==> config.mk <==
export PLATFORM = sky130hd
export DESIGN_NAME = reg_dump_unit_flat
export DESIGN_NICKNAME = d
export VERILOG_FILES = /design/src/rtl/reg_dump_unit_if.sv /design/src/rtl/reg_dump_unit.sv /design/src/flat_wrapper.sv
export SDC_FILE = /design/constraint.sdc
export NUM_CORES = 1
export LEC_CHECK = 0
export BUFFER_PORTS_ARGS = -buffer_cell sky130_fd_sc_hd__buf_2
export CAP_MARGIN = 0
export CELL_PAD_IN_SITES_DETAIL_PLACEMENT = 0
export CELL_PAD_IN_SITES_GLOBAL_PLACEMENT = 1
export CORE_MARGIN = 2
export CORE_UTILIZATION = 32
export DETAILED_ROUTE_END_ITERATION = 6
export HOLD_SLACK_MARGIN = 0.02
export PLACE_DENSITY = 0.9
export RECOVER_POWER = 50
export SYNTH_ARGS = -nofsm -noshare
export SYNTH_HDL_FRONTEND = slang
export SYNTH_SLANG_ARGS = --single-unit
==> constraint.sdc <==
create_clock -name clk -period 2.12 [get_ports clk]
set_input_delay 0.106 -clock clk [delete_from_list [all_inputs] [get_ports clk]]
set_output_delay 0.106 -clock clk [all_outputs]
set_load 0.05 [all_outputs]
==> src/rtl/reg_dump_unit_if.sv <==
// Dump-unit bus: start/busy/done control, register-file read port and the
// valid/ready output word stream.
interface reg_dump_unit_if;
    logic        start;
    logic        busy;
    logic        done;
    logic [4:0]  rf_addr;
    logic [31:0] rf_data;
    logic        out_valid;
    logic        out_ready;
    logic [31:0] out_data;
    logic [4:0]  out_index;
    logic        out_last;

    modport master (
        input  start, rf_data, out_ready,
        output busy, done, rf_addr, out_valid, out_data, out_index, out_last
    );

    modport slave (
        output start, rf_data, out_ready,
        input  busy, done, rf_addr, out_valid, out_data, out_index, out_last
    );
endinterface

==> src/rtl/reg_dump_unit.sv <==
// Walks register indices START_REG..END_REG, reading the async register file
// and streaming each word out over a valid/ready handshake.
module reg_dump_unit #(
    parameter int START_REG = 0,
    parameter int END_REG   = 31
) (
    input  logic            clk,
    input  logic            rst,
    reg_dump_unit_if.master bus
);

    localparam logic [4:0] START_IDX = 5'(START_REG);
    localparam logic [4:0] END_IDX   = 5'(END_REG);

    typedef enum logic [1:0] {IDLE, READ, SEND} state_t;

    state_t      r_state;
    logic [4:0]  r_idx;
    logic        r_out_valid;
    logic [31:0] r_out_data;
    logic [4:0]  r_out_index;
    logic        r_out_last;
    logic        r_done;
    logic        w_at_end;

    assign w_at_end = (r_idx == END_IDX);

    always_ff @(posedge clk) begin
        if (rst) begin
            r_state     <= IDLE;
            r_idx       <= START_IDX;
            r_out_valid <= 1'b0;
            r_out_data  <= '0;
            r_out_index <= '0;
            r_out_last  <= 1'b0;
            r_done      <= 1'b0;
        end else begin
            r_done <= 1'b0;
            case (r_state)
                IDLE: begin
                    if (bus.start) begin
                        r_idx   <= START_IDX;
                        r_state <= READ;
                    end
                end
                READ: begin
                    r_out_data  <= bus.rf_data;
                    r_out_index <= r_idx;
                    r_out_last  <= w_at_end;
                    r_out_valid <= 1'b1;
                    r_state     <= SEND;
                end
                SEND: begin
                    if (bus.out_ready) begin
                        r_out_valid <= 1'b0;
                        r_out_last  <= 1'b0;
                        // Increment only below END_IDX so index 31 never wraps to 0.
                        if (w_at_end) begin
                            r_done  <= 1'b1;
                            r_state <= IDLE;
                        end else begin
                            r_idx   <= r_idx + 5'd1;
                            r_state <= READ;
                        end
                    end
                end
                default: r_state <= IDLE;
            endcase
        end
    end

    assign bus.busy      = (r_state != IDLE);
    assign bus.done      = r_done;
    assign bus.rf_addr   = r_idx;
    assign bus.out_valid = r_out_valid;
    assign bus.out_data  = r_out_data;
    assign bus.out_index = r_out_index;
    assign bus.out_last  = r_out_last;

endmodule

==> src/flat_wrapper.sv <==
// flat-port wrapper written by rule: the top's interface ports become plain ports
module reg_dump_unit_flat 
#(
    parameter int START_REG = 0,
    parameter int END_REG   = 31
)
  (clk, rst, bus_start, bus_rf_data, bus_out_ready, bus_busy, bus_done, bus_rf_addr, bus_out_valid, bus_out_data, bus_out_index, bus_out_last);
  reg_dump_unit_if bus_i ();
  input  logic clk;
  input  logic rst;
  input wire logic [$bits(bus_i.start)-1:0] bus_start;
  input wire logic [$bits(bus_i.rf_data)-1:0] bus_rf_data;
  input wire logic [$bits(bus_i.out_ready)-1:0] bus_out_ready;
  output wire logic [$bits(bus_i.busy)-1:0] bus_busy;
  output wire logic [$bits(bus_i.done)-1:0] bus_done;
  output wire logic [$bits(bus_i.rf_addr)-1:0] bus_rf_addr;
  output wire logic [$bits(bus_i.out_valid)-1:0] bus_out_valid;
  output wire logic [$bits(bus_i.out_data)-1:0] bus_out_data;
  output wire logic [$bits(bus_i.out_index)-1:0] bus_out_index;
  output wire logic [$bits(bus_i.out_last)-1:0] bus_out_last;
  assign bus_i.start = bus_start;
  assign bus_i.rf_data = bus_rf_data;
  assign bus_i.out_ready = bus_out_ready;
  assign bus_busy = bus_i.busy;
  assign bus_done = bus_i.done;
  assign bus_rf_addr = bus_i.rf_addr;
  assign bus_out_valid = bus_i.out_valid;
  assign bus_out_data = bus_i.out_data;
  assign bus_out_index = bus_i.out_index;
  assign bus_out_last = bus_i.out_last;
  reg_dump_unit #(.START_REG(START_REG), .END_REG(END_REG)) u_core (.clk(clk), .rst(rst), .bus(bus_i));
endmodule
==> metrics.txt <==
status complete, no violations; drt first pass iters 4; Setup Fix Bufs, Post-CTS 0; max_cap viols 0; Final Slew Violations 0; Site Rows 27; RSZ-0062 raised after global routing no; CTS tree yes; Post-synth ARST share 0%; number of buffers created by CTS 5; CTS H-tree lvls 2; Die X about 80 um; clock sink count 47; GR Overflow Total 0; TNS Setup 0 ps; critical path class flip-flop to flip-flop; Worst-path clk slew 90 ps; Worst Tran Pin Value around 630 ps; Worst Skew roughly 6.8 ps; Post-synth EDFFs 0; gpl congestion ~0.84; layout cell share with drive strength beyond 1 between 10% and 20%; hpwl dp 2950 um; Cell variety after synth 29; DR vias/cell between 4 and 5; Final Net Count 328; Syn. warnings 0; P&R area growth vs syn 27.2%; first-pass GRT wire length 7040 um; Leak just under 0.9 nW; Post-Syn Area 1790 um2; Global Route Usage Sum approximately 14%; clock root buffer clkbuf_8; starting density of the core between 30% and 40%; Worst EP arrival 2030 ps; Yosys reg bits 47; Design Power around 1.9 mW; clock tree buffer depth 2; HP Class input pin to flip-flop; final antenna-violating net count 0; IO Port Bufs just over 80; PostCTS Resize Cnt 0; Placed Cells incl. Taps 355; Core Area approximately 5400 um2; ANT cells 0; final WL roughly 4200 um; syn avg cell area around 8.5 um2; Clock Latency Late Sink 300 ps; fmax roughly 540 MHz; Startpoint Class flip-flop; cell count after synthesis ~210; Max VDD drop 0.410 mV; Final Hold Vio Count 0; final non-filler cell total approximately 360; sequential share of the synthesized area between 50 and 60%; fin util between 40% and 50%; number of setup violations in the final report 0; pin count of the biggest net entering global routing 25; die footprint 6190 um2; # DRC 0; initial antenna violation count 0; Slew headroom about three fifths; hold buffers post-CTS 0; PwrDens 821 nW/um2; Worst Path Required 2310 ps; fin crit share between 80% and 90%; vias in the first global route roughly 1600; crit-path max FO 6; post-layout min period ~1800 ps; predominant post-synthesis flop cell dfxtp_1; CP Capture Type flip-flop; I/O pins 82; die extent in y 78.7 um; Syn Nets 249; DRT iter0 DRCs 65; DR vias 1655; wire length per cell about 11 um
[worst paths after layout]
path	start	end	slack (ps)	cells past startpoint
worst max-delay path	u_core.bus.rf_addr[0]	u_core.bus.rf_addr[0]	280	6
worst min-delay path	bus_rf_data[1]	u_core.bus.out_data[1]	30	3
worst max register to register	u_core.bus.rf_addr[0]	u_core.bus.rf_addr[0]	280	6
worst min register to register	u_core.bus.out_data[21]	u_core.bus.out_data[21]	450	2
[cells in the mapped netlist (2+ instances only)]
library cell   n  area [um2]
nand2b_1       4        25.0
nor2b_1        2        12.5
a22o_1         2        17.5
buf_1          2        7.51
and4bb_1       2        25.0
nor3b_1        2        15.0
dfxtp_1       47         941
buf_6          3        33.8
a21oi_1       38         190
clkbuf_1       4        15.0
buf_4          4        30.0
nand2_1       78         293
nor2_1         6        22.5
ha_1           2        25.0
[flip-flops by register name, summed over array words and instances (netlist names)]
name	flops
u_core.bus.out_data	32
u_core.bus.out_valid	1
u_core.r_state	2
u_core.bus.done	1
u_core.bus.out_index	5
u_core.bus.out_last	1
u_core.bus.rf_addr	5
[where the power goes]
part | internal [mW] | switching [mW]
Combinational | 0.0836 | 0.245
Clock | 0.298 | 0.289
Sequential | 0.923 | 0.0260
[stage by stage]
step | cell area (um2) | setup WS [ps] | hold slack, ps
2_1_floorplan | 1790 | 157 | 229
3_3_place_gp | 2230 | 334 | 346
3_5_place_dp | 2230 | 298 | 351
4_1_cts | 2330 | 278 | 21.8
5_1_grt | 2270 | 189 | 37.5
6_report | 2270 | 281 | 31.7
[cell families (layout without fill, tap and decap cells)]
family	count (synthesis)	after routing	synth area share, %
buffers and inverters	14	94	5.12
flip-flops	47	47	52.7
AND/OR/NAND/NOR	101	101	25.3
multiplexers	2	2	1.19
AO/OA/AOI/OAI	45	45	14.3
adder cells (fa/ha/maj)	2	2	1.40
[cell usage in the layout, fill, tap and decap left out, drive strengths merged, types with 2 or more instances in the layout]
cell type / count
ha: 2
and4bb: 2
clkbuf: 53
nor2b: 2
nand2: 78
nor2: 6
nand2b: 4
a22o: 2
buf: 41
nor3b: 3
a21oi: 38
dfxtp: 47
[area by class of cell]
cell class	instances	area, um2
Timing Repair Buffer	86	387
Clock buffer	8	100
Multi-Input combinational cell	150	753
Sequential cell	47	941
Tap cell	72	90.1
Fill cell	595	3170
[critical path, stage by stage, from the launching register on]
cell and delay, ps:
dfxtp_1 360, ha_1 240, and3_1 190, ha_1 240, and4bb_1 360, nor3_2 80
mux2_2 280
[layer usage]
metal	track usage, %	routed length (um)
met5	0	0
met4	5.96	62
met2	24.6	2020
met1	16.5	1850
met3	4.55	244
(Power assumes the default switching activity.)
